File: src/rtl/sync_fifo_flex_if.sv
// Handshake bundle between a producer/consumer pair and sync_fifo_flex.
// The FIFO takes the slave side; the stage driving it takes the master side.
interface sync_fifo_flex_if #(
  parameter int WIDTH = 8,
  parameter int DEPTH = 16
) ();
  localparam int CW = $clog2(DEPTH) + 1;

  logic             flush;
  logic             wr_en;
  logic [WIDTH-1:0] data_in;
  logic             ready;
  logic             rd_en;
  logic             valid;
  logic [WIDTH-1:0] data_out;
  logic [CW-1:0]    count;
  logic             almost_full;
  logic             almost_empty;
  logic             overflow;
  logic             underflow;

  modport master (
    output flush, wr_en, data_in, rd_en,
    input  ready, valid, data_out, count, almost_full, almost_empty,
           overflow, underflow
  );

  modport slave (
    input  flush, wr_en, data_in, rd_en,
    output ready, valid, data_out, count, almost_full, almost_empty,
           overflow, underflow
  );
endinterface

File: src/rtl/sync_fifo_flex.sv
// Single-clock FIFO using all DEPTH entries, with optional first-word-fall-through,
// occupancy count, almost-full/empty thresholds, flush and overflow/underflow pulses.
module sync_fifo_flex #(
  parameter int WIDTH      = 8,
  parameter int DEPTH      = 16,
  parameter int FWFT       = 0,
  parameter int AFULL_THR  = DEPTH - 2,
  parameter int AEMPTY_THR = 2
) (
  input logic              clk,
  input logic              rst,
  sync_fifo_flex_if.slave  bus
);
  localparam int AW = $clog2(DEPTH);
  localparam int CW = AW + 1;
  localparam logic [CW-1:0] AFULL_C  = CW'(AFULL_THR);
  localparam logic [CW-1:0] AEMPTY_C = CW'(AEMPTY_THR);

  logic [WIDTH-1:0] mem [DEPTH];
  logic [CW-1:0]    wptr;
  logic [CW-1:0]    rptr;
  logic [AW-1:0]    waddr;
  logic [AW-1:0]    raddr;
  logic             full;
  logic             empty;
  logic             wr_acc;
  logic             rd_acc;
  logic [CW-1:0]    occupancy;

  assign waddr = wptr[AW-1:0];
  assign raddr = rptr[AW-1:0];

  // The extra wrap bit distinguishes full from empty when the addresses coincide.
  assign empty     = (wptr == rptr);
  assign full      = (waddr == raddr) && (wptr[AW] != rptr[AW]);
  assign occupancy = wptr - rptr;

  assign wr_acc = bus.wr_en && !full && !bus.flush;
  assign rd_acc = bus.rd_en && !empty && !bus.flush;

  assign bus.ready        = !full;
  assign bus.valid        = !empty;
  assign bus.count        = occupancy;
  assign bus.almost_full  = (occupancy >= AFULL_C);
  assign bus.almost_empty = (occupancy <= AEMPTY_C);

  always_ff @(posedge clk or posedge rst) begin
    if (rst) begin
      wptr          <= '0;
      rptr          <= '0;
      bus.overflow  <= 1'b0;
      bus.underflow <= 1'b0;
    end else if (bus.flush) begin
      wptr          <= '0;
      rptr          <= '0;
      bus.overflow  <= 1'b0;
      bus.underflow <= 1'b0;
    end else begin
      if (wr_acc) wptr <= wptr + CW'(1);
      if (rd_acc) rptr <= rptr + CW'(1);
      bus.overflow  <= bus.wr_en && full;
      bus.underflow <= bus.rd_en && empty;
    end
  end

  // Storage has no reset so it can map onto plain register/RAM resources.
  always_ff @(posedge clk) begin
    if (wr_acc) mem[waddr] <= bus.data_in;
  end

  generate
    if (FWFT != 0) begin : g_fwft
      assign bus.data_out = mem[raddr];
    end else begin : g_std
      always_ff @(posedge clk or posedge rst) begin
        if (rst)         bus.data_out <= '0;
        else if (rd_acc) bus.data_out <= mem[raddr];
      end
    end
  endgenerate
endmodule

File: src/flat_wrapper.sv
// flat-port wrapper written by rule: the top's interface ports become plain ports
module sync_fifo_flex_flat 
#(
  parameter int WIDTH      = 8,
  parameter int DEPTH      = 16,
  parameter int FWFT       = 0,
  parameter int AFULL_THR  = DEPTH - 2,
  parameter int AEMPTY_THR = 2
)
  (clk, rst, bus_flush, bus_wr_en, bus_data_in, bus_rd_en, bus_ready, bus_valid, bus_data_out, bus_count, bus_almost_full, bus_almost_empty, bus_overflow, bus_underflow);
  sync_fifo_flex_if #(.WIDTH(WIDTH), .DEPTH(DEPTH)) bus_i ();
  input logic clk;
  input logic rst;
  input wire logic [$bits(bus_i.flush)-1:0] bus_flush;
  input wire logic [$bits(bus_i.wr_en)-1:0] bus_wr_en;
  input wire logic [$bits(bus_i.data_in)-1:0] bus_data_in;
  input wire logic [$bits(bus_i.rd_en)-1:0] bus_rd_en;
  output wire logic [$bits(bus_i.ready)-1:0] bus_ready;
  output wire logic [$bits(bus_i.valid)-1:0] bus_valid;
  output wire logic [$bits(bus_i.data_out)-1:0] bus_data_out;
  output wire logic [$bits(bus_i.count)-1:0] bus_count;
  output wire logic [$bits(bus_i.almost_full)-1:0] bus_almost_full;
  output wire logic [$bits(bus_i.almost_empty)-1:0] bus_almost_empty;
  output wire logic [$bits(bus_i.overflow)-1:0] bus_overflow;
  output wire logic [$bits(bus_i.underflow)-1:0] bus_underflow;
  assign bus_i.flush = bus_flush;
  assign bus_i.wr_en = bus_wr_en;
  assign bus_i.data_in = bus_data_in;
  assign bus_i.rd_en = bus_rd_en;
  assign bus_ready = bus_i.ready;
  assign bus_valid = bus_i.valid;
  assign bus_data_out = bus_i.data_out;
  assign bus_count = bus_i.count;
  assign bus_almost_full = bus_i.almost_full;
  assign bus_almost_empty = bus_i.almost_empty;
  assign bus_overflow = bus_i.overflow;
  assign bus_underflow = bus_i.underflow;
  sync_fifo_flex #(.WIDTH(WIDTH), .DEPTH(DEPTH), .FWFT(FWFT), .AFULL_THR(AFULL_THR), .AEMPTY_THR(AEMPTY_THR)) u_core (.clk(clk), .rst(rst), .bus(bus_i));
endmodule
File: config.mk
export PLATFORM = sky130hd
export DESIGN_NAME = sync_fifo_flex_flat
export DESIGN_NICKNAME = d
export VERILOG_FILES = /design/src/rtl/sync_fifo_flex_if.sv /design/src/rtl/sync_fifo_flex.sv /design/src/flat_wrapper.sv
export SDC_FILE = /design/constraint.sdc
export NUM_CORES = 1
export LEC_CHECK = 0
export ABC_CLOCK_PERIOD_IN_PS = 4700
export CORE_MARGIN = 2
export CORE_UTILIZATION = 31
export DETAILED_ROUTE_END_ITERATION = 7
export SLEW_MARGIN = 30
export SYNTH_ARGS = -nofsm -noshare
export SYNTH_HDL_FRONTEND = slang
export SYNTH_SLANG_ARGS = --single-unit
File: constraint.sdc
create_clock -name clk -period 4.7 [get_ports clk]
set_input_delay 0.94 -clock clk [delete_from_list [all_inputs] [get_ports clk]]
set_output_delay 0.94 -clock clk [all_outputs]
set_load 0.005 [all_outputs]
==> results of run 1 <==
## registers in the layout, summed over array words and instances (netlist names)
| register | count |
|---|---|
| u_core.bus.overflow | 1 |
| u_core.bus.underflow | 1 |
| u_core.mem | 128 |
| u_core.bus.data_out | 8 |
| u_core.wptr | 5 |
| u_core.rptr | 5 |
## layout make-up
type,instances,area share
clock buffer,17,0.0579
clock inverter,15,0.0322
inverter,8,0.00409
multi-input combinational,178,0.220
sequential,148,0.592
tap,265,0.0451
timing repair buffer,38,0.0494
## cells by family after synthesis
kind of cell	after synthesis	share of synthesized area
multiplexers	32	0.118
XOR/XNOR	10	0.0155
AO/OA/AOI/OAI	37	0.0423
flip-flops	148	0.710
adder cells (fa/ha/maj)	10	0.0217
AND/OR/NAND/NOR	89	0.0665
buffers and inverters	23	0.0260
## worst paths after layout
kind | cells past startpoint | endpoint | startpoint | slack (ps)
min reg2reg | 1 | u_core.bus.data_out[1]$_DFFE_PP0P_ | u_core.bus.data_out[1]$_DFFE_PP0P_ | 520
max reg2reg | 6 | u_core.mem[13][0]$_DFFE_PP_ | u_core.rptr[3]$_DFFE_PP0P_ | 1370
min | 1 | u_core.bus.data_out[1]$_DFFE_PP0P_ | u_core.bus.data_out[1]$_DFFE_PP0P_ | 520
min in group asynchronous | 2 | u_core.wptr[3]$_DFFE_PP0P_ | rst | 970
max in group asynchronous | 2 | u_core.rptr[0]$_DFFE_PP0P_ | rst | 3190
max | 7 | bus_almost_empty | u_core.rptr[2]$_DFFE_PP0P_ | 800
## routing by layer
metal	vias up	share of wire
li1	1447	-
met1	1656	0.45
met2	104	0.46
met3	20	0.062
met4	0	0.024
met5	-	0
## report_power, final
part | internal [mW] | switching [mW]
clock | 0.990 | 0.516
combinational | 0.286 | 0.234
sequential | 1.48 | 0.0373
total | 2.75 | 0.787
## through the flow
| step | cell area (um2) | instances |
|---|---|---|
| after detailed placement | 6680 | 637 |
| after global placement | 6680 | 637 |
| after CTS | 7350 | 669 |
| after global routing | 7350 | 669 |
| final | 7350 | 669 |
| after floorplan | 6120 | 349 |
## cell usage in the layout, fill, tap and decap left out, types with 8 or more instances in the layout
| cell | n |
|---|---|
| clkdlybuf4s50_1 | 31 |
| nand3_1 | 11 |
| a22o_1 | 8 |
| clkbuf_16 | 17 |
| nor2_1 | 19 |
| ha_1 | 9 |
| a31oi_1 | 8 |
| edfxtp_1 | 128 |
| mux4_2 | 32 |
| dfrtp_1 | 19 |
| nand2_1 | 41 |
## critical path: cells and delay by family (launching register included)
family	cells	cell delay, ps
adders and majority gates	1	430
DFF	1	320
buffers and inverters	3	1040
AOI/OAI and AO/OA	2	390
and+or+nand+nor	1	340
==> flow_summary_export.csv, run 1 <==
group,metric,value,unit
setup_path,endpoint_kind,"primary output",
flow_run,maxCapViolCount,0,
timing,hold_viol,0,
drt,via_per_inst,4.82,
setup_path,critPathLaunchType,"flip-flop",
synth,yosys-top-cells-count,"128 x edfxtp_1, 41 x nand2_1, 32 x mux4_2, 20 x dfrtp_1, 19 x nor2_1",
finish,final_core_util,0.379,
drt,detail-route-antenna-nets,0,
global_route,grt_overflow,0,
clock_tree,clk_pin_slew_worst_paths,60,ps
timing,slew_headroom,0.401,
clock_tree,clock_sinks,148,
finish,fillers,1762,
timing,final.setup_skew,9.83,ps
die,die_w,144,um
drt,drt-total-wl,13100,um
power,total_power,3.54,mW
clock_tree,clockRootBuffer,"clkbuf_16",
die,initial_core_util,0.315,
synth,synth_cells,349,
global_route,antenna_found_initial,0,
drt,drt_iter0_markers,270,
power,worst_ir_drop_vdd,186,uV
clock_tree,cts_setup_buffers,0,
timing,drv_slew,0,
clock_tree,cts_buffers,17,
clock_tree,cts_resized,0,
die,core_area,19400,um2
synth,yosys.cell_count.top_type,"edfxtp_1",
synth,synth_ff_type,"edfxtp_1",
synth,yosys-top-cells-area,"edfxtp_1 63%, mux4_2 12%, dfrtp_1 8.2%",
global_route,grt_util_met2,0.201,
timing,fin_crit,3900,ps
finish,post_route_cells_drive_above_1_share,0.191,
die,ios,32,
setup_path,crit_type,"reg -> out",
timing,final-setup-viol-count,0,
worst_hold_path,hp-class,"reg -> reg",
finish,nets,414,
global_route,met1_usage,0.183,
synth,synth-edff-count,128,
drt,dr.pass1.iters,5,
clock_tree,htree_levels,4,
timing,max_freq,256,MHz
synth,synth_top_area_frac,0.628,
global_route,top_usage_layer,"met2",
die,fp-row-count,51,
timing,rsz0062_at_grt,"false",
place,io_buffers,31,
global_route,gr-usage-all-layers,0.136,
global_route,grt_max_degree,36,
timing,tns,0,ps
timing,period_share,0.830,
timing,fin_ws,799,ps
run_status,outcome,"finished, final reports clean",
synth,synth_warnings,0,
power,p_leak,2.43,nW
drt,drc_errors,0,
place,place_hpwl,8780,um
setup_path,crit_fanout,27,
drt,vias,3227,
setup_path,cp_cell_sequence,"buf_4 -> inv_2 -> ha_1 -> o21a_1 -> or3_1 -> a211oi_1 -> clkdlybuf4s50_1",
finish,regArea,4350,um2
die,die_h,144,um
global_route,grtUsageMet3,0.0450,
synth,ys_seq_area_frac,0.710,
clock_tree,clk_latency,420,ps
place,dpl_worst_slack,1230,ps
timing,fin_worst_hold_slack,521,ps
synth,synth-seq-cells,148,
synth,synth_cell_types,40,
synth,synthArstFlopShare,0.135,
place,gp_congestion,0.879,
power,p_per_area,482,nW/um2
global_route,first_global_vias,3342,
die,dieArea,20900,um2
global_route,grt_pass1_wl,19900,um
timing,worst_pin_slew,895,ps
finish,multiInputGateArea,1610,um2
synth,synth_area_per_cell,17.5,um2
clock_tree,clk_path_buf_depth,2,
finish,diodes,0,
drt,avgRoutedWirePerCell,19.6,um
setup_path,cpPeakStageDelay,530,ps
finish,area_delta_synth_final,20.1,%
clock_tree,postCtsHoldBufs,0,
synth,yosys.area.top_type,"edfxtp_1",
setup_path,cp.arrival,2960,ps
setup_path,crit_required,3760,ps
synth,syn-cell-area,6120,um2
synth,synthesis.nets,372,
setup_path,cp_slowest_cell,"clkdlybuf4s50_1",
clock_tree,tritoncts,"yes",
Power figures use the tool's default switching activity.
==> inputs of run 2 (changes only) <==
Settings changed: ABC_CLOCK_PERIOD_IN_PS 4700 to 3550.
Clock period 4.7 ns to 3.55 ns, I/O delays scaled along.
==> flow_summary_export.csv, run 2 (same netlist as run 1, synthesis figures left out) <==
group,metric,value,unit
clock_tree,postCtsHoldBufs,0,
finish,diodes,0,
setup_path,critPathLaunchType,"flip-flop",
die,fp-row-count,51,
drt,highest_layer,"met4",
setup_path,cp.arrival,2700,ps
finish,regMostFlops,"u_core.mem",
setup_path,cp_cell_sequence,"inv_2 -> ha_1 -> inv_1 -> fa_1 -> a21o_1 -> a21oi_2 -> xnor2_2 -> a41o_1 -> clkdlybuf4s50_1",
timing,final-setup-viol-count,0,
finish,final_common_cell,"edfxtp_1",
clock_tree,htree_levels,4,
drt,via_per_inst,4.81,
setup_path,reg2regPathDepth,7,
clock_tree,clk_latency,420,ps
finish,final_cell_mix,"128 x edfxtp_1, 41 x nand2_1, 32 x mux4_2",
clock_tree,clockRootBuffer,"clkbuf_16",
place,gp_congestion,0.811,
finish,multiInputGateArea,1630,um2
timing,tns,0,ps
place,dp_cells,653,
drt,detail-route-antenna-nets,0,
setup_path,crit_required,2840,ps
setup_path,crit_buf_inv,3,
drt,drt-total-wl,13100,um
timing,hold_viol,0,
finish,biggestRegsByFlops,"u_core.mem (128), u_core.bus.data_out (8)",
finish,largest_reg_flops,128,
setup_path,crit_fanout,4,
setup_path,cp_slowest_cell,"clkdlybuf4s50_1",
finish,fillers,1823,
setup_path,rrSetupSlack,900,ps
worst_hold_path,min_from,"u_core.bus.data_out[1]$_DFFE_PP0P_",
clock_tree,clock_sinks,148,
drt,wl_met2,6320,um
die,initial_core_util,0.315,
global_route,grt_max_degree,36,
setup_path,r2r_end,"u_core.mem[2][4]$_DFFE_PP_",
clock_tree,cts_resized,0,
timing,drv_slew,0,
finish,fin_cells,685,
setup_path,cpPeakStageDelay,500,ps
setup_path,critPathTopFamily,"buffers and inverters",
clock_tree,cts_setup_buffers,0,
setup_path,crit_type,"reg -> out",
drt,vias,3296,
worst_hold_path,hold_depth,1,
place,place_hpwl,8220,um
timing,final.setup_skew,14.9,ps
clock_tree,clk_pin_slew_worst_paths,60,ps
die,ios,32,
die,core_area,19400,um2
timing,worst_pin_slew,851,ps
drt,wl_met3,920,um
power,worst_ir_drop_vdd,300,uV
die,die_w,144,um
die,dieArea,20900,um2
worst_hold_path,whs_endpoint,"u_core.bus.data_out[1]$_DFFE_PP0P_",
drt,dr.pass1.iters,4,
drt,drc_errors,0,
clock_tree,cts_buffers,17,
power,p_per_area,583,nW/um2
finish,post_route_cells_drive_above_1_share,0.226,
drt,drt_iter0_markers,247,
finish,regArea,4350,um2
flow_run,maxCapViolCount,0,
global_route,grt_pass1_wl,20200,um
finish,final_core_util,0.379,
timing,rsz0062_at_grt,"false",
run_status,outcome,"finished, final reports clean",
setup_path,regToRegStartpoint,"u_core.rptr[3]$_DFFE_PP0P_",
timing,period_share,0.960,
global_route,first_global_vias,3419,
clock_tree,clk_path_buf_depth,2,
clock_tree,tritoncts,"yes",
global_route,antenna_found_initial,0,
setup_path,endpoint_kind,"primary output",
finish,nets,430,
global_route,grt_overflow,0,
drt,drt-met1-wl,5590,um
global_route,gr-usage-all-layers,0.134,
die,die_h,144,um
power,total_power,4.29,mW
power,p_leak,2.46,nW
finish,area_delta_synth_final,20.2,%
drt,avgRoutedWirePerCell,19.1,um
timing,fin_crit,3410,ps
worst_hold_path,hp-class,"reg -> reg",
timing,max_freq,293,MHz
timing,slew_headroom,0.432,
place,io_buffers,31,
[run 2: changes by cell type in the layout (fill, tap and decap cells not counted), sizes merged]
cell and change:
dlymetal6s2s +1, bufinv -6, clkdlybuf4s50 -1, buf +16
clkbuf +1, inv +4, clkinvlp +2, clkinv -1
[run 2: metrics by stage]
stage / worst slack [ps] / hold slack, ps / instance area, um2
floorplan: 563 / 498 / 6120
global placement: 536 / 497 / 6800
detailed placement: 462 / 494 / 6800
CTS: 15.5 / 508 / 7340
global route: 19.9 / 546 / 7350
finish: 141 / 509 / 7350
[run 2: per-layer routing]
metal	up-vias	GRT usage
li1	1481	-
met1	1697	0.179
met2	103	0.212
met3	15	0.0394
met4	0	0.0455
met5	-	0
[run 2: cell type report]
cell class,instances,share of cell area
Clock inverter,14,0.0145
Timing Repair Buffer,54,0.0660
Clock buffer,18,0.0584
Sequential cell,148,0.591
Multi-Input combinational cell,178,0.221
Inverter,8,0.00408
Tap cell,265,0.0451
[run 2: worst max-delay path by stage]
stage,start,endpoint,slack [ps],depth (start not counted)
global route,u_core.wptr[0]$_DFFE_PP0P_,bus_almost_full,20,9
finish,u_core.wptr[0]$_DFFE_PP0P_,bus_almost_full,140,9
detailed placement,u_core.wptr[0]$_DFFE_PP0P_,bus_almost_empty,460,9
floorplan,u_core.rptr[1]$_DFFE_PP0P_,u_core.mem[3][0]$_DFFE_PP_,560,8
CTS,u_core.wptr[0]$_DFFE_PP0P_,bus_almost_empty,20,9
global placement,u_core.wptr[0]$_DFFE_PP0P_,bus_almost_empty,540,9
[run 2: power by group]
group | internal, mW | switching, mW
clock network | 0.898 | 0.715
logic | 0.380 | 0.302
registers | 1.95 | 0.0397
total | 3.23 | 1.06
==> inputs of run 3 (changes only) <==
Settings changed: ABC_CLOCK_PERIOD_IN_PS 3550 to 3400, SETUP_SLACK_MARGIN from default to 0.05.
Clock period 3.55 ns to 3.4 ns, I/O delays scaled along.
==> flow_summary_export.csv, run 3 (same netlist as run 1, synthesis figures left out) <==
group,metric,value,unit
finish,largest_reg_flops,128,
drt,detail-route-antenna-nets,0,
setup_path,crit_fanout,3,
finish,area_delta_synth_final,22.8,%
finish,final_cell_mix,"128 x edfxtp_1, 41 x nand2_1, 32 x mux4_2, 32 x buf_4, 29 x clkdlybuf4s50_1",
finish,nets,439,
finish,fillers,1824,
drt,drc_errors,0,
power,p_clk_frac,0.406,
global_route,grt_overflow,0,
finish,regArea,4350,um2
global_route,grt_max_degree,36,
die,fp-row-count,51,
clock_tree,clk_latency,420,ps
place,place_hpwl,8090,um
timing,slew_headroom,0.415,
place,dpl_worst_slack,346,ps
timing,hold_viol,0,
finish,post_route_cells_drive_above_1_share,0.252,
power,worst_ir_drop_vdd,332,uV
run_status,outcome,"finished, final reports clean",
timing,rsz0062_at_grt,"false",
finish,diodes,0,
global_route,gr-usage-all-layers,0.133,
clock_tree,clock_sinks,148,
power,p_leak,2.55,nW
worst_hold_path,hold_depth,1,
drt,dr.pass1.iters,4,
setup_path,endpoint_kind,"primary output",
setup_path,crit_required,2720,ps
worst_hold_path,hp-class,"reg -> reg",
finish,regMostFlops,"u_core.mem",
timing,max_freq,314,MHz
setup_path,cp.arrival,2500,ps
global_route,antenna_found_initial,0,
timing,tns,0,ps
die,initial_core_util,0.315,
power,total_power,4.73,mW
global_route,grt_pass1_wl,20100,um
die,dieArea,20900,um2
place,io_buffers,31,
finish,final_common_cell,"edfxtp_1",
die,core_area,19400,um2
timing,fin_ws,220,ps
clock_tree,cts_buffers,17,
timing,final.setup_skew,13.3,ps
power,power_frac_comb,0.154,
drt,avgRoutedWirePerCell,18.8,um
place,gp_congestion,0.861,
clock_tree,tritoncts,"yes",
finish,multiInputGateArea,1640,um2
die,die_h,144,um
clock_tree,clockRootBuffer,"clkbuf_16",
power,power.switching,1.11,mW
drt,vias,3344,
clock_tree,clk_path_buf_depth,2,
setup_path,critPathLaunchType,"flip-flop",
finish,biggestRegsByFlops,"u_core.mem (128), u_core.bus.data_out (8)",
flow_run,maxCapViolCount,0,
drt,drt-total-wl,13100,um
drt,drt_iter0_markers,216,
timing,fin_crit,3180,ps
power,p_per_area,630,nW/um2
setup_path,reg2regPathDepth,7,
die,ios,32,
power,p_seq_frac,0.440,
clock_tree,clk_pin_slew_worst_paths,60,ps
die,die_w,144,um
drt,via_per_inst,4.82,
timing,worst_pin_slew,876,ps
global_route,first_global_vias,3508,
timing,period_share,0.935,
timing,drv_slew,0,
timing,final-setup-viol-count,0,
setup_path,crit_type,"reg -> out",
clock_tree,htree_levels,4,
power,power_switching_share,0.235,
power,internal-power,3.62,mW
run 3: critical path, stage by stage (launching register included):
cell and delay [ps]:
dfrtp_1 400, inv_2 80, ha_2 170, inv_1 50
fa_2 350, a21o_1 190, a21oi_2 170, xnor2_2 140
clkdlybuf4s50_1 530
run 3: cell type report:
type | instances | area share
flip-flops and latches | 148 | 0.578
multi-input cells | 178 | 0.219
repair buffers | 63 | 0.0735
clock buffers | 19 | 0.0576
well taps | 265 | 0.0441
clock inverters | 13 | 0.0232
inverters | 8 | 0.00450
run 3: per-stage QoR:
stage               std cells  instance area (um2)  hold slack (ps)  utilization
floorplan                 349                 6120              498            -
detailed placement        654                 6810              508        0.351
CTS                       688                 7450              521        0.384
finish                    694                 7510              512        0.387
global placement          654                 6810              494        0.351
global route              694                 7510              533        0.387
run 3: final timing paths:
path	to	slack, ps	start
max	bus_count[4]	220	u_core.wptr[0]$_DFFE_PP0P_
max reg2reg	u_core.mem[0][7]$_DFFE_PP_	910	u_core.rptr[2]$_DFFE_PP0P_
min	u_core.bus.data_out[1]$_DFFE_PP0P_	510	u_core.bus.data_out[1]$_DFFE_PP0P_
min in group asynchronous	u_core.bus.data_out[4]$_DFFE_PP0P_	750	rst
max in group asynchronous	u_core.rptr[0]$_DFFE_PP0P_	2050	rst
min reg2reg	u_core.bus.data_out[1]$_DFFE_PP0P_	510	u_core.bus.data_out[1]$_DFFE_PP0P_
run 3: routing by layer:
metal  vias to the layer above  global-route usage  share of wire
li1                       1493                   -              -
met1                      1724               0.174           0.43
met2                       118               0.215           0.49
met3                         9              0.0407          0.073
met4                         0              0.0378         0.0091
met5                         -                   0              0
run 3: repair_timing:
| action | CTS | global route |
|---|---|---|
| hold endpoints to repair | 0 | 0 |
| setup endpoints to repair | 3 | 4 |
| resized for setup | 4 | 5 |
| cloned | 0 | 0 |
| hold buffers | 0 | 0 |
| setup buffers | 2 | 6 |
| pin swaps | 1 | 2 |
run 3: power by group through the flow:
stage	clock [mW]	combinational (mW)	sequential (mW)
floorplan	0	0.441	2.11
CTS	1.95	0.725	2.08
finish	1.92	0.730	2.08
global placement	0	0.709	2.12
global route	2.03	0.800	2.09
detailed placement	0	0.718	2.12
==> RTL edit 1, RTL diff (flow settings as in run 3) <==
`WIDTH` is set to 8 in 3 places; all go to 6.
--- a/src/rtl/sync_fifo_flex_if.sv
+++ b/src/rtl/sync_fifo_flex_if.sv
@@ -2,5 +2,5 @@
 // The FIFO takes the slave side; the stage driving it takes the master side.
 interface sync_fifo_flex_if #(
-  parameter int WIDTH = 8,
+  parameter int WIDTH = 6,
   parameter int DEPTH = 16
 ) ();
--- a/src/rtl/sync_fifo_flex.sv
+++ b/src/rtl/sync_fifo_flex.sv
@@ -2,5 +2,5 @@
 // occupancy count, almost-full/empty thresholds, flush and overflow/underflow pulses.
 module sync_fifo_flex #(
-  parameter int WIDTH      = 8,
+  parameter int WIDTH      = 6,
   parameter int DEPTH      = 16,
   parameter int FWFT       = 0,
--- a/src/flat_wrapper.sv
+++ b/src/flat_wrapper.sv
@@ -2,5 +2,5 @@
 module sync_fifo_flex_flat 
 #(
-  parameter int WIDTH      = 8,
+  parameter int WIDTH      = 6,
   parameter int DEPTH      = 16,
   parameter int FWFT       = 0,
Ports: changed (resized bus_data_in and bus_data_out); port bits go from 32 to 28. The function was not compared with the original's and may differ.
==> RTL edit 1 against run 3 <==
Via count decreased by 19%. Power decreased by 20%. Routed wire length decreased by 23%. Die area decreased by 21%. Worst hold slack improved by 0.051 ns. Worst setup slack improved by 0.010 ns. Core utilization increased by 0.58 points. Sequential cell count decreased by 34. Area after synthesis decreased by 22%. Count of clock-buffer cells in the layout increased by 1. Maximum frequency increased by 0.32%. Register-to-register slack got worse by 0.11 ns. Design area decreased by 21%. Critical endpoint unchanged.
==> RTL edit 1: results (changes against run 3) <==
The number of nets in the synthesized netlist was 309 (-17%). The count of input and output buffers was 27 (-13%). The tools report the distinct cell type count of the synthesized netlist as 42 (+5.0%).

The worst vdd rail ir drop came out at 0.0002873 V (-13%). The synthesized-area fraction occupied by ao, oa, aoi and oai cells was 5.847% (+1.6 points). The largest net degree at the start of global routing is 33 (-8.3%). Reg-to-reg endpoint: u_core.mem[9][0]$_DFFE_PP_.

The flow ran to the end, and the final reports show no timing, DRC or antenna violations. After synthesis, the cell types taking the most area are sky130_fd_sc_hd__edfxtp_1 60%, sky130_fd_sc_hd__dfrtp_1 9.4%, sky130_fd_sc_hd__mux4_2 7.0%. The post-synthesis share of cell area spent on full adders, half adders and majority gates came out at 2.767% (+0.60 points).

The logs give 114 (-23%) for the clock sink count and 250 (+16%) for the count of routing violations after the opening detailed-route iteration. Slew at the pin closest to its max-slew limit: 0.7242 ns (-0.1519 ns). The number of synthesized flops with an enable pin is 96 (-25%). The tools report the origin of the critical flop-to-flop path as u_core.rptr[3]$_DFFE_PP0P_. The register-to-register setup slack was 0.80 ns (-0.11 ns).

Largest fanout on the critical path: 4 (+1). The logs give 20.37% (-1.1 points) for the met2 track utilization from global routing and 16.13 mm (-20%) for the global-route wire length before repair. The final critical-path share of the clock period works out to 93.22% (-0.30 points). The placed wire-length estimate after detailed placement is 6.684 mm (-17%), and the post-synthesis share of cell area spent on xor and xnor gates is 2.140% (+0.59 points).

The number of cells on the worst reg-to-reg path was 6 (-1); the portion of the layout cell area used by non-clock buffers was 7.461% (+0.12 points). For the placer congestion estimate, the log shows 0.8185 (-4.9%). Critical hold path startpoint: u_core.bus.data_out[3]$_DFFE_PP0P_. The flip-flop and latch share of the layout cell area was 56.01% (-1.8 points); the mean post-synth cell area was 16.64 sq um (-5.0%). The leakage power total is 2.041 nW (-20%). The multi-input combinational cell count is 153 (-14%).
==> RTL edit 1: cell count changes after synthesis, moves of 8 or more <==
cell,before,now
sky130_fd_sc_hd__a22o_1,8,0
sky130_fd_sc_hd__nand2_1,41,9
sky130_fd_sc_hd__edfxtp_1,128,96
sky130_fd_sc_hd__mux2i_1,0,10
sky130_fd_sc_hd__nor2_1,19,27
sky130_fd_sc_hd__mux4_2,32,15
sky130_fd_sc_hd__nand3_1,11,3
==> RTL edit 1: power by group through the flow <==
stage | combinational [mW] | clock, mW | sequential, mW
finish | 0.552 | 1.64 | 1.61
global route | 0.605 | 1.73 | 1.61
CTS | 0.549 | 1.66 | 1.61
detailed placement | 0.546 | 0 | 1.63
global placement | 0.541 | 0 | 1.63
floorplan | 0.281 | 0 | 1.63
==> RTL edit 1: routing by layer <==
| metal | vias up | wire length, um |
|---|---|---|
| met4 | 0 | 57 |
| met5 | - | 0 |
| met1 | 1415 | 4786 |
| met3 | 4 | 423 |
| met2 | 60 | 4868 |
| li1 | 1239 | - |
==> RTL edit 2, RTL diff (flow settings as in run 3) <==
Without the edit above. Make the reset (`rst`) synchronous in 2 clocked blocks.
--- a/src/rtl/sync_fifo_flex.sv
+++ b/src/rtl/sync_fifo_flex.sv
@@ -45,5 +45,5 @@
   assign bus.almost_empty = (occupancy <= AEMPTY_C);
 
-  always_ff @(posedge clk or posedge rst) begin
+  always_ff @(posedge clk) begin
     if (rst) begin
       wptr          <= '0;
@@ -73,5 +73,5 @@
       assign bus.data_out = mem[raddr];
     end else begin : g_std
-      always_ff @(posedge clk or posedge rst) begin
+      always_ff @(posedge clk) begin
         if (rst)         bus.data_out <= '0;
         else if (rd_acc) bus.data_out <= mem[raddr];
Behaviour: differs if rst is asserted again (counterexample within 4 cycles, from zero or initial values and one cycle with rst high); with rst held inactive, the same outputs for 10 cycles.
==> RTL edit 2 against run 3 <==
Routed wire length down 8.2%. Non-clock buffer count down 13. Design area down 2.1%. Area after synthesis down 1.2%. Worst setup slack worse by 0.045 ns. Sequential cell count unchanged. Maximum frequency down 1.4%. Largest cell class unchanged.
Power is not compared: it rests on default switching activity, and its combinational part moved more than twofold at a synthesized area within 25%.
==> RTL edit 2: results (changes against run 3) <==
The flow ran to the end, and the final reports show no timing, DRC or antenna violations. The number of non-clock buffers is 50 (-21%). For the global-route total usage across every layer, the log shows 12.53% (-0.78 points). Slew at the pin closest to its max-slew limit: 0.7768 ns (-0.09932 ns). The gate count after technology mapping came out at 364 (+4.3%).

The post-placement cell area is 6700 sq um (-1.6%). Final non-filler cell area: 7357 sq um (-2.1%). The proportion of synthesized flip-flops having asynchronous set or reset was 0% (-14 points).

The post-synthesis share of cell area spent on full adders, half adders and majority gates was 2.194% (+0.026 points); the clock network contribution to total cell area was 8.622% (+0.54 points). The synthesized-area fraction occupied by ao, oa, aoi and oai cells works out to 6.313% (+2.1 points). The logs give 387 (+4.0%) for the number of nets in the synthesized netlist and 0.41 ns for the worst-skew pair later-pin latency.

The tools report the TritonCTS buffer count as 17 (unchanged). The clock transition at the registers of the reported paths is 0.06 ns (about the same). The largest fanout on the critical path is 7 (+4). The critical path's slowest cell is sky130_fd_sc_hd__dfxtp_1.

The synthesized area was 6045 sq um (-1.2%). The portion of the layout cell area used by non-clock buffers was 6.139% (-1.2 points); the final net count was 439 (unchanged). The share of post-route cells with drive strength above 1 was 17.72% (-7.5 points).

In the post-synthesis netlist, the biggest area contributors are sky130_fd_sc_hd__edfxtp_1 64%, sky130_fd_sc_hd__dfxtp_1 6.6%, sky130_fd_sc_hd__mux2i_1 5.6%. The logs give 198 (-8.3%) for the count of routing violations after the opening detailed-route iteration and 3249 (-2.8%) for the number of vias in the routed layout. By count the netlist is led by 128 x sky130_fd_sc_hd__edfxtp_1, 34 x sky130_fd_sc_hd__mux2i_1, 31 x sky130_fd_sc_hd__nor2_1.

The clock buffer count was 21 (+2); the multi-input combinational cell count was 188 (+5.6%). The number of warnings printed during yosys synthesis was 0 (unchanged); the largest net degree at the start of global routing was 38 (+5.6%). Maximum cell stage delay along the critical path: 0.48 ns (-0.05 ns). The fraction of area in multi-input gates came out at 22.41% (+0.55 points). The number of signal-net inverters in the final layout was 11 (+3); the wire length per cell after detailed routing was 17.31 um (-8.2%).

The tools report the number of optimization iterations in the first detailed-route pass as 4 (unchanged). In this run switching power makes up 19.24% of total power. The data arrival time of the worst path is 2.54 ns (+0.04 ns), and the worst setup slack after placement is 0.3096 ns (-0.03653 ns). The distinct cell type count of the synthesized netlist is 44 (+10%), and the fraction of synthesized area in multiplexers is 11.90% (+0.12 points). The post-synthesis share of cell area spent on xor and xnor gates was 1.718% (+0.16 points); the global-route wire length before repair was 18.94 mm (-5.8%).

The via count of the first global-routing pass is 3354 (-4.4%), and the sequential area share after synthesis is 70.21% (-0.80 points).
==> RTL edit 2: changes by cell type in the layout (fill, tap and decap cells not counted), moves of 12 or more <==
cell	delta
sky130_fd_sc_hd__mux2i_1	+34
sky130_fd_sc_hd__nand2_1	-28
sky130_fd_sc_hd__dfrtp_1	-19
sky130_fd_sc_hd__mux4_2	-18
sky130_fd_sc_hd__dfxtp_1	+16
sky130_fd_sc_hd__o22ai_1	+16
sky130_fd_sc_hd__buf_4	-13
sky130_fd_sc_hd__nor2_1	+12
==> RTL edit 2: path summary, 6_finish.rpt <==
kind / start / endpoint / slack [ns] / depth (start not counted)
max: u_core.wptr[1]$_SDFFE_PP0P_ / bus_almost_full / 0.18 / 6
min: u_core.bus.data_out[2]$_SDFFE_PP0P_ / u_core.bus.data_out[2]$_SDFFE_PP0P_ / 0.50 / 2
max reg2reg: u_core.rptr[3]$_SDFFE_PP0P_ / u_core.rptr[2]$_SDFFE_PP0P_ / 0.80 / 6
min reg2reg: u_core.bus.data_out[2]$_SDFFE_PP0P_ / u_core.bus.data_out[2]$_SDFFE_PP0P_ / 0.50 / 2
==> RTL edit 2: layer usage <==
layer  share of wire (%)  GRT usage, %  vias up
met5                   0             0        -
met4                0.75         4.489        0
met2                  49         20.28       59
met3                 4.3         3.499        6
met1                  46         16.17     1645
li1                    -             -     1539
==> RTL edit 2: worst max-delay path: cells and delay by family (launching register included) <==
kind | cells | cell delay [ns]
adders and majority gates | 1 | 0.31
and+or+nand+nor | 2 | 0.49
AOI/OAI and AO/OA | 2 | 0.41
DFF | 1 | 0.48
buffers and inverters | 1 | 0.43
==> RTL edit 2: timing repair <==
item                       4_1_cts  5_1_grt
setup endpoints to repair        3        2
resized for setup                4        3
buffers inserted                 0        1
pin swaps                        2        1
